### config.mk
export PLATFORM = sky130hd
export DESIGN_NAME = apb_master_bridge
export DESIGN_NICKNAME = d
export VERILOG_FILES = /design/src/rtl/apb_pkg.sv /design/src/rtl/apb_timeout_counter.sv /design/src/rtl/apb_master_bridge.sv
export SDC_FILE = /design/constraint.sdc
export NUM_CORES = 1
export LEC_CHECK = 0
export ABC_AREA = 1
export CAP_MARGIN = 20
export CORE_UTILIZATION = 33
export DETAILED_ROUTE_END_ITERATION = 8
export GPL_ROUTABILITY_DRIVEN = 0
export HOLD_SLACK_MARGIN = 0.15
export SLEW_MARGIN = 10
export SYNTH_ARGS = -nofsm -noshare
export SYNTH_HDL_FRONTEND = slang
export SYNTH_HIERARCHICAL = 1
export SYNTH_SLANG_ARGS = --single-unit
### constraint.sdc
create_clock -name PCLK -period 4.8 [get_ports PCLK]
set_input_delay 0.96 -clock PCLK [delete_from_list [all_inputs] [get_ports PCLK]]
set_output_delay 0.96 -clock PCLK [all_outputs]
set_load 0.01 [all_outputs]
### src/rtl/apb_pkg.sv
// Shared types and widths for the APB master bridge.
package apb_pkg;

    localparam int unsigned APB_ADDR_W  = 12;
    localparam int unsigned APB_WDATA_W = 8;
    localparam int unsigned APB_RDATA_W = 32;
    localparam int unsigned APB_CNT_W   = 16;

    typedef enum logic [1:0] {
        IDLE,
        SETUP,
        ACCESS
    } apb_state_e;

endpackage

### src/rtl/apb_timeout_counter.sv
// Saturating ACCESS-phase wait counter; flags the wait cycle that reaches the limit.
module apb_timeout_counter
    import apb_pkg::*;
(
    input  logic                 clk,
    input  logic                 rst_n,
    input  logic                 clear,
    input  logic                 enable,
    input  logic [APB_CNT_W-1:0] limit,
    output logic                 expired
);

    logic [APB_CNT_W-1:0] count;

    always_ff @(posedge clk or negedge rst_n) begin
        if (!rst_n) begin
            count <= '0;
        end else if (clear) begin
            count <= '0;
        end else if (enable && (count != '1)) begin
            count <= count + 1'b1;
        end
    end

    // Fires in the waiting cycle whose increment would make the count equal the limit.
    assign expired = enable && (limit != '0) &&
                     (({1'b0, count} + 17'd1) >= {1'b0, limit});

endmodule

### src/rtl/apb_master_bridge.sv
// Single-outstanding command-to-APB master bridge with optional ACCESS-phase timeout.
module apb_master_bridge
    import apb_pkg::*;
#(
    parameter int unsigned TIMEOUT_CYCLES = 255
) (
    input  logic                   PCLK,
    input  logic                   PRESETn,
    input  logic                   cmd_valid,
    output logic                   cmd_ready,
    input  logic                   cmd_write,
    input  logic [APB_ADDR_W-1:0]  cmd_addr,
    input  logic [APB_WDATA_W-1:0] cmd_wdata,
    output logic                   rsp_valid,
    output logic [APB_RDATA_W-1:0] rsp_rdata,
    output logic                   rsp_err,
    output logic                   busy,
    output logic                   PSEL,
    output logic                   PENABLE,
    output logic                   PWRITE,
    output logic [APB_ADDR_W-1:0]  PADDR,
    output logic [APB_WDATA_W-1:0] PWDATA,
    input  logic                   PREADY,
    input  logic [APB_RDATA_W-1:0] PRDATA
);

    localparam logic [APB_CNT_W-1:0] LIMIT = TIMEOUT_CYCLES[APB_CNT_W-1:0];

    apb_state_e state;
    logic       expired;

    apb_timeout_counter u_timeout (
        .clk     (PCLK),
        .rst_n   (PRESETn),
        .clear   (state == SETUP),
        .enable  ((state == ACCESS) && !PREADY),
        .limit   (LIMIT),
        .expired (expired)
    );

    assign cmd_ready = (state == IDLE);
    assign busy      = (state != IDLE);

    always_ff @(posedge PCLK or negedge PRESETn) begin
        if (!PRESETn) begin
            state     <= IDLE;
            PSEL      <= 1'b0;
            PENABLE   <= 1'b0;
            PWRITE    <= 1'b0;
            PADDR     <= '0;
            PWDATA    <= '0;
            rsp_valid <= 1'b0;
            rsp_err   <= 1'b0;
            rsp_rdata <= '0;
        end else begin
            rsp_valid <= 1'b0;
            unique case (state)
                IDLE: begin
                    if (cmd_valid) begin
                        PWRITE <= cmd_write;
                        PADDR  <= cmd_addr;
                        PWDATA <= cmd_wdata;
                        PSEL   <= 1'b1;
                        state  <= SETUP;
                    end
                end
                SETUP: begin
                    PENABLE <= 1'b1;
                    state   <= ACCESS;
                end
                ACCESS: begin
                    // PREADY takes priority over a timeout landing in the same cycle.
                    if (PREADY) begin
                        PSEL      <= 1'b0;
                        PENABLE   <= 1'b0;
                        rsp_valid <= 1'b1;
                        rsp_err   <= 1'b0;
                        rsp_rdata <= PWRITE ? '0 : PRDATA;
                        state     <= IDLE;
                    end else if (expired) begin
                        PSEL      <= 1'b0;
                        PENABLE   <= 1'b0;
                        rsp_valid <= 1'b1;
                        rsp_err   <= 1'b1;
                        rsp_rdata <= '0;
                        state     <= IDLE;
                    end
                end
                default: state <= IDLE;
            endcase
        end
    end

endmodule

# Word-level counts from Yosys, hierarchy flattened

Cells that the tools add are included.

Output and inout port bits: 59
Flip-flop bits (word level): 75
Bits of input ports: 57

Order comparisons: 1
Eq/ne operators: 5
$add $sub $neg: 2
Reduce and logical (&&, ||, !) cells: 15
Multiplexer cells: 19

Operator list:

| operator                                                               | number |
|---|---|
| 32-bit two-way mux                                                     | 3 |
| 16-bit two-way mux                                                     | 2 |
| 16-bit by 1-bit adder with 17-bit output, second input constant        | 1 |
| 17-bit by 8-bit >= comparator with 1-bit output, second input constant | 1 |
| 16-bit by 1-bit adder with 16-bit output, second input constant        | 1 |
| 16-bit inequality test, second input constant                          | 1 |
| 2-bit nonzero test                                                     | 5 |
| 1-bit two-way mux                                                      | 8 |
| 2-bit AND reduction                                                    | 4 |
| 2-bit two-way mux                                                      | 3 |
| 2-bit one-hot mux with 3 select lines                                  | 1 |
| 1-bit one-hot mux with 2 select lines                                  | 2 |
| 1-bit logical AND                                                      | 3 |
| 3-bit inequality test, second input constant                           | 1 |
| 3-bit AND reduction                                                    | 1 |
| 2-bit by 1-bit == test with 1-bit output, second input constant        | 1 |
| 2-bit == test, second input constant                                   | 1 |
| 2-bit logical NOT                                                      | 1 |
| 2-bit inequality test, second input constant                           | 1 |
| 1-bit logical NOT                                                      | 1 |

# Longest topological paths before layout

Gate-level depths: netlist (run 1).

Depth after elaboration: 6
Mapped depth: 24
Gate-level depth less buffers: 23

# Modules after synthesis

The synthesis (run 1) kept the hierarchy.

Modules (own cells, without submodules):

| module              | cells an instance | area each (um2) | times used | sequential area each (um2) |
|---|---|---|---|---|
| apb_master_bridge   | 326               | 2657.5          | 1          | 1476.4 |
| apb_timeout_counter | 234               | 1531.5          | 1          | 400.4 |

# Least setup slack after synthesis (run 1)

No wires, ideal clock.

Path type: flip-flop to flip-flop
From: reg u_timeout.count[0]
To: reg rsp_rdata[12]
Setup time: 0.116 ns
Arrival: 2.529 ns
Slack: 2.154 ns
Required time: 4.684 ns
Period minus slack after synthesis: 2.646 ns
Cell stages (with the launch flop): 21
Path buffers: 1
Path through: dfrtp_1 > ha_1 > nand2_1 > nor2_4 > nand2_1 > nor2_1 > nand3_1 > nand2_1 > inv_2 > ha_1 > and3_1 > nand3_1 > nor2_1 > nand2_1 > a21oi_1 > inv_1 > nand2_1 > nand2_4 > buf_6 > nand2_1 > nand2_1

Longest elaborated chain between the ends: 5

Ends and longest elaborated chain:

| element                                         | line                      | RTL |
|---|---|---|
| start: declaration                              | apb_timeout_counter.sv:13 | `logic [APB_CNT_W-1:0] count;` |
| start signal: assignment                        | apb_timeout_counter.sv:21 | `count <= count + 1'b1;` |
| 16-bit by 1-bit adder with 17-bit output        | apb_timeout_counter.sv:27 | `(({1'b0, count} + 17'd1) >= {1'b0, limit});` |
| 17-bit by 8-bit >= comparator with 1-bit output | apb_timeout_counter.sv:27 |  |
| 1-bit logical AND                               | apb_timeout_counter.sv:26 | `assign expired = enable && (limit != '0) &&` |
| named net expired                               | apb_master_bridge.sv:30   | `logic expired;` |
| 2-bit nonzero test (no line)                    | --                        |  |
| 2-bit AND reduction (no line)                   | --                        |  |
| end signal: assignment                          | apb_master_bridge.sv:78   | `rsp_rdata <= PWRITE ? '0 : PRDATA;` |
| end: declaration                                | apb_master_bridge.sv:15   | `output logic [APB_RDATA_W-1:0] rsp_rdata,` |

The timed path passes the listed nets, and every way through them passes these cells.
A chain may end at the register's enable or synchronous reset.

# Final worst setup path (run 1)

From: reg u_timeout.count[0]
To: reg rsp_rdata[3]

The elaborated chain is that of the path after synthesis.

==> reports/qor.yml, run 1 <==
syn_to_final_growth_pct: 38.5
min_period_ns: 3.19
p_comb_share_pct: 40.8
worstSetupPathType: "register to register"
tightestPinTransition_ns: 0.955
first_global_vias: 3719
nNetsFinal: 766
hold_viol_final: 0
cts_setup_buffers: 0
numPortBuffers: 115
cts.repair.resized: 0
vias_per_cell: 4.27
hpwlAfterDp_um: 7280
switching_share_pct: 35.4
ys_ff_latch: 75
coreArea_um2: 12200
final.setup.tns_ns: 0
htree_levels: 3
status: "completed"
cp-startpoint: "u_timeout/count[0]"
path_clk_slew_ns: 0.06
fin_crit_sh_pct: 66.5
die_w_um: 115
num_rows: 40
cp.required_ns: 5.07
grt_use_total_pct: 16.7
reg2regPathDepth: 18
ir_drop_v: 0.000239
ant_nets: 0
wl_met1_um: 4640
die-area_um2: 13100
clockBufferDepth: 2
path_max_fanout: 34
worst_ep_arrival_time_ns: 3.46
totalWireLength_um: 10300
fmax_mhz: 313
clockPowerShare_pct: 24.3
r2r-end: "rsp_rdata[3]"
io_pins: 116
root_buffer: "clkbuf_16"
cts_made_buffers: 9
vias: 3693
first_pass_iters: 4
netlist_instances: 560
final_area_um2: 5800
setup_viol: 0
cts.sinks: 75
cts_tree: "done"
synth_cell_types: 30
die_y_um: 115
synth_area_um2: 4190
max-cap-violations: 0
dpl_cell_area_um2: 5490
hold_class: "register to register"
cts_hold_buf: 0
grt_pass1_wl_um: 17300
wire_per_inst_um: 11.9
r2r_setup_slack_ns: 1.61
fin_util_pct: 47.5
yosysWarnings: 6
met3_length_um: 523
cp-start-kind: "register"
drive_above_1_share_pct: 6.74
start_util_pct: 34.3
top_layer: "met4"
power.total_uw: 2910
diodes: 0
endpoint_kind: "register"
yosysSeqAreaShare_pct: 44.8
wl_met2_um: 4910
rsz0062_at_grt: "false"
clock_skew_ns: 0.00793
cellInternalPower_uw: 1880
powerDensity_nw_per_um2: 502
r2r_start: "u_timeout/count[0]"
grt_max_degree: 76
critical_path.endpoint: "rsp_rdata[3]"
syn-mean-instance-area_um2: 7.48
grt_remaining_overflow: 0
drtIter0Drc: 190
final_max_slew_viol_count: 0
clkLatencyLatePin_ns: 0.33
antenna_found_initial: 0
p_leak_uw: 0.00316
relSlewSlack_pct: 36.3
drc: 0
power_switching_uw: 1030
sequentialPowerShare_pct: 34.9
-- cell families (layout without fill, tap and decap cells) --
kind of cell             after synthesis  in the layout  share of synthesized area (%)
AO/OA/AOI/OAI                         10             10                           1.73
XOR/XNOR                              11             11                           2.30
adder cells (fa/ha/maj)               17             17                           5.08
buffers and inverters                100            215                           11.0
flip-flops                            75             75                           44.8
other                                  2             24                          0.179
AND/OR/NAND/NOR                      345            345                           34.9
-- state kept, by name, indices dropped and copies added (netlist names) --
register         flops
PADDR               12
rsp_rdata           32
u_timeout/count     16
PWDATA               8
PENABLE              1
PSEL                 1
rsp_err              1
state                2
PWRITE               1
rsp_valid            1
-- metal layers --
layer  up-vias  global-route usage, %
met3        11                   4.18
met4         0                   6.15
li1       1911                      -
met2        80                   27.7
met1      1691                   21.1
met5         -                      0
-- layout by cell type (no fill, tap or decap), types with 9 or more instances in the layout --
cell type and n:
ha_1 17, clkdlybuf4s50_1 114, nand2_1 230, dfrtp_1 75, nand3_1 34, nor2_1 51, nand2_2 12, conb_1 24
clkbuf_16 9, inv_1 78
-- layout make-up --
type / count / area, um^2
Clock buffer: 10 / 239
Clock inverter: 6 / 72.6
Fill cell: 1242 / 6410
Inverter: 83 / 312
Multi-Input combinational cell: 407 / 1940
Sequential cell: 75 / 1880
Tap cell: 168 / 210
Timing Repair Buffer: 116 / 1160
-- how the worst min path moves through the flow --
stage                  startpoint                  to  slack (ns)  depth (start not counted)
2_1_floorplan  u_timeout/count[7]  u_timeout/count[7]        0.46                          2
3_3_place_gp             PADDR[6]            PADDR[6]        0.45                          2
3_5_place_dp             PADDR[5]            PADDR[5]        0.46                          2
4_1_cts                  PADDR[5]            PADDR[5]        0.47                          2
5_1_grt                  PADDR[5]            PADDR[5]        0.50                          2
6_report                 PADDR[5]            PADDR[5]        0.47                          2
-- worst max-delay path, stage by stage, from the launching register on --
cell and delay [ns]:
dfrtp_1 0.41, ha_1 0.19, nand2_1 0.10, nor2_4 0.19, nand2_1 0.11, nor2_1 0.13
nand3_1 0.08, nand2_1 0.08, inv_2 0.04, ha_1 0.29, and3_1 0.18, nand3_1 0.08
nor2_1 0.10, nand2_1 0.05, a21oi_1 0.30, nor2_2 0.11, nor2_8 0.47, nand2_1 0.12
nand2_1 0.08
-- power by group through the flow --
stage | registers, uW | logic, uW | clock network, uW
floorplan | 1110 | 505 | 0
global placement | 1020 | 1190 | 0
detailed placement | 1020 | 1200 | 0
CTS | 1020 | 1210 | 722
global route | 1050 | 1310 | 755
finish | 1020 | 1190 | 708
-- stage by stage --
step                std cells  hold WS (ns)  worst slack, ns
floorplan                 582         0.464             2.15
global placement          849         0.453             1.76
detailed placement        849         0.460             1.65
CTS                       865         0.474             1.63
global route              865         0.500             1.24
finish                    865         0.468             1.61
-- synthesized netlist by cell type --
master    number  area [um^2]
buf_4          1         7.51
a21oi_4        2         32.5
dfrtp_1       75         1880
nor2_2         3         18.8
nand4_2        1         12.5
o21ai_1        2         10.0
xor2_1         5         43.8
nand4_1        4         25.0
buf_6          8         90.1
clkbuf_1       4         15.0
buf_2          3         15.0
nand3b_1       1         7.51
nor4_1         2         12.5
nand2_4        1         11.3
nor2_8         1         20.0
inv_2          5         18.8
and3_1         1         6.26
buf_12         1         20.0
a21oi_1        5         25.0
inv_1         78          293
nor2_1        51          191
xnor2_1        6         52.6
ha_1          17          213
nand2_2       12         75.1
nand3_1       34          170
nor3_4         1         16.3
conb_1         2         7.51
nand2_1      230          863
nor2_4         3         33.8
o21ai_0        1         5.00
Power figures use the tool's default switching activity.
==> run 2, diff against run 1 <==
- clock period: 4.8 -> 3.29 ns (I/O delays scaled with it)
==> reports/qor.yml, run 2 (synthesized netlist as in run 1, its figures left out) <==
drive_above_1_share_pct: 7.01  # +0.27 points
r2r_start: "u_timeout/count[0]"
wire_per_inst_um: 11.7  # -1.0%
diodes: 0  # unchanged
tightestPinTransition_ns: 0.958  # +0.00256 ns
drtIter0Drc: 184  # -3.2%
cts_hold_buf: 0  # unchanged
layout_common_cells: "nand2_1, clkdlybuf4s50_1, inv_1, dfrtp_1, nor2_1"
grt_remaining_overflow: 0  # unchanged
sequentialPowerShare_pct: 35.0  # about the same
p_leak_uw: 0.00316  # about the same
cts_made_buffers: 9  # unchanged
antenna_found_initial: 0  # unchanged
reg2regPathDepth: 19  # +1
syn_to_final_growth_pct: 39.2
clock_skew_ns: 0.00625  # -0.00168 ns
reg_top3: "rsp_rdata (32), u_timeout/count (16), PADDR (12)"
root_buffer: "clkbuf_16"
final_max_slew_viol_count: 0  # unchanged
max-cap-violations: 0  # unchanged
coreArea_um2: 12200  # unchanged
switching_share_pct: 35.2  # -0.16 points
r2r-end: "rsp_rdata[12]"
cts_tree: "done"
clockPowerShare_pct: 23.7  # -0.6 points
vias: 3763  # +1.9%
final.setup.tns_ns: 0  # unchanged
vias_per_cell: 4.34  # +1.7%
grt_max_degree: 76  # unchanged
min_period_ns: 2.98  # -0.215 ns
die-area_um2: 13100  # unchanged
cellInternalPower_uw: 2760  # +47%
ir_drop_v: 0.000352  # +47%
start_util_pct: 34.3  # unchanged
status: "completed"
path_max_fanout: 34  # unchanged
grt_pass1_wl_um: 17000  # -2.0%
nNetsFinal: 768  # +0.26%
largest_reg_flops: 32  # unchanged
rsz0062_at_grt: "false"
hpwlAfterDp_um: 7340  # +0.89%
clkLatencyLatePin_ns: 0.34  # about the same
layout_commonest_cell: "nand2_1"
first_global_vias: 3673  # -1.2%
hold_viol_final: 0  # unchanged
relSlewSlack_pct: 36.2  # -0.17 points
fin_crit_sh_pct: 90.4  # +24 points
worstSetupPathType: "register to register"
htree_levels: 3  # unchanged
endpoint_kind: "register"
cts.sinks: 75  # unchanged
setup_viol: 0  # unchanged
drc: 0  # unchanged
die_y_um: 115  # unchanged
numPortBuffers: 115  # unchanged
cp-start-kind: "register"
top_register: "rsp_rdata"
totalWireLength_um: 10200  # -0.79%
path_clk_slew_ns: 0.06  # about the same
grt_use_total_pct: 16.5  # -0.21 points
clockBufferDepth: 2  # unchanged
place_ws_ns: 0.244  # -1.40 ns
fin_ws_ns: 0.315  # -1.30 ns
num_rows: 40  # unchanged
ant_nets: 0  # unchanged
die_w_um: 115  # unchanged
p_comb_share_pct: 41.3  # +0.5 points
powerDensity_nw_per_um2: 732  # +46%
hold_class: "primary input to asynchronous set/reset pin"
first_pass_iters: 4  # unchanged
cp.required_ns: 3.52  # -1.55 ns
power_switching_uw: 1500  # +46%
worst_ep_arrival_time_ns: 3.20  # -0.26 ns
io_pins: 116  # unchanged
r2r_setup_slack_ns: 0.31  # -1.30 ns
fmax_mhz: 336  # +7.2%
[run 2: worst max-delay path: stages (launching register included)]
cell and delay [ns]:
dfrtp_1 0.41, ha_1 0.20, nand2_1 0.11, nor2_4 0.18
nand2_1 0.10, nor2_1 0.14, nand3_1 0.08, nand2_1 0.08
inv_2 0.04, ha_1 0.29, and3_1 0.18, nand3_1 0.08
nor2_1 0.10, nand2_1 0.07, a21oi_2 0.19, inv_1 0.06
nand2_1 0.17, nand2_8 0.18, nand2_1 0.12, nand2_1 0.06
[run 2: worst max-delay path by stage]
stage / from / to / slack [ns] / cells past startpoint
2_1_floorplan: u_timeout/count[0] / rsp_rdata[12] / 0.64 / 20
3_3_place_gp: u_timeout/count[0] / rsp_rdata[6] / 0.35 / 19
3_5_place_dp: u_timeout/count[0] / rsp_rdata[8] / 0.24 / 19
4_1_cts: u_timeout/count[0] / rsp_rdata[8] / 0.21 / 19
5_1_grt: u_timeout/count[0] / rsp_rdata[8] / 0.06 / 20
6_report: u_timeout/count[0] / rsp_rdata[12] / 0.31 / 19
[run 2: metal layers]
layer | share of wire [%] | global-route usage, %
met1 | 45 | 20.6
met2 | 47 | 27.0
met3 | 5.1 | 3.49
met4 | 2.8 | 8.31
met5 | 0 | 0
[run 2: repair_timing]
action | in CTS | in global routing
setup buffers | 0 | 0
gates resized for setup | 0 | 2
endpoints found under the setup margin | 0 | 34
[run 2: area by class of cell]
cell class	instances	area [um^2]
sequential	75	1880
clock buffer	11	243
tap	168	210
clock inverter	5	60.1
multi-input combinational	407	1950
inverter	83	312
fill	1242	6380
timing repair buffer	118	1180
[run 2: per-stage QoR]
step                hold slack [ns]  util, %  power, uW  instance area (um^2)  cells
global route                  0.493     47.8       4560                  5830    867
floorplan                     0.362        -       2360                  4270    582
CTS                           0.476     47.7       4310                  5820    867
global placement              0.457     45.2       3250                  5520    851
detailed placement            0.462     45.2       3280                  5520    851
finish                        0.458     47.8       4270                  5830    867
[run 2: power groups by stage]
stage	Sequential [uW]	Clock [uW]	Combinational, uW
3_5_place_dp	1500	0	1780
4_1_cts	1500	1030	1780
2_1_floorplan	1620	0	737
6_report	1490	1010	1760
5_1_grt	1540	1070	1950
3_3_place_gp	1500	0	1750
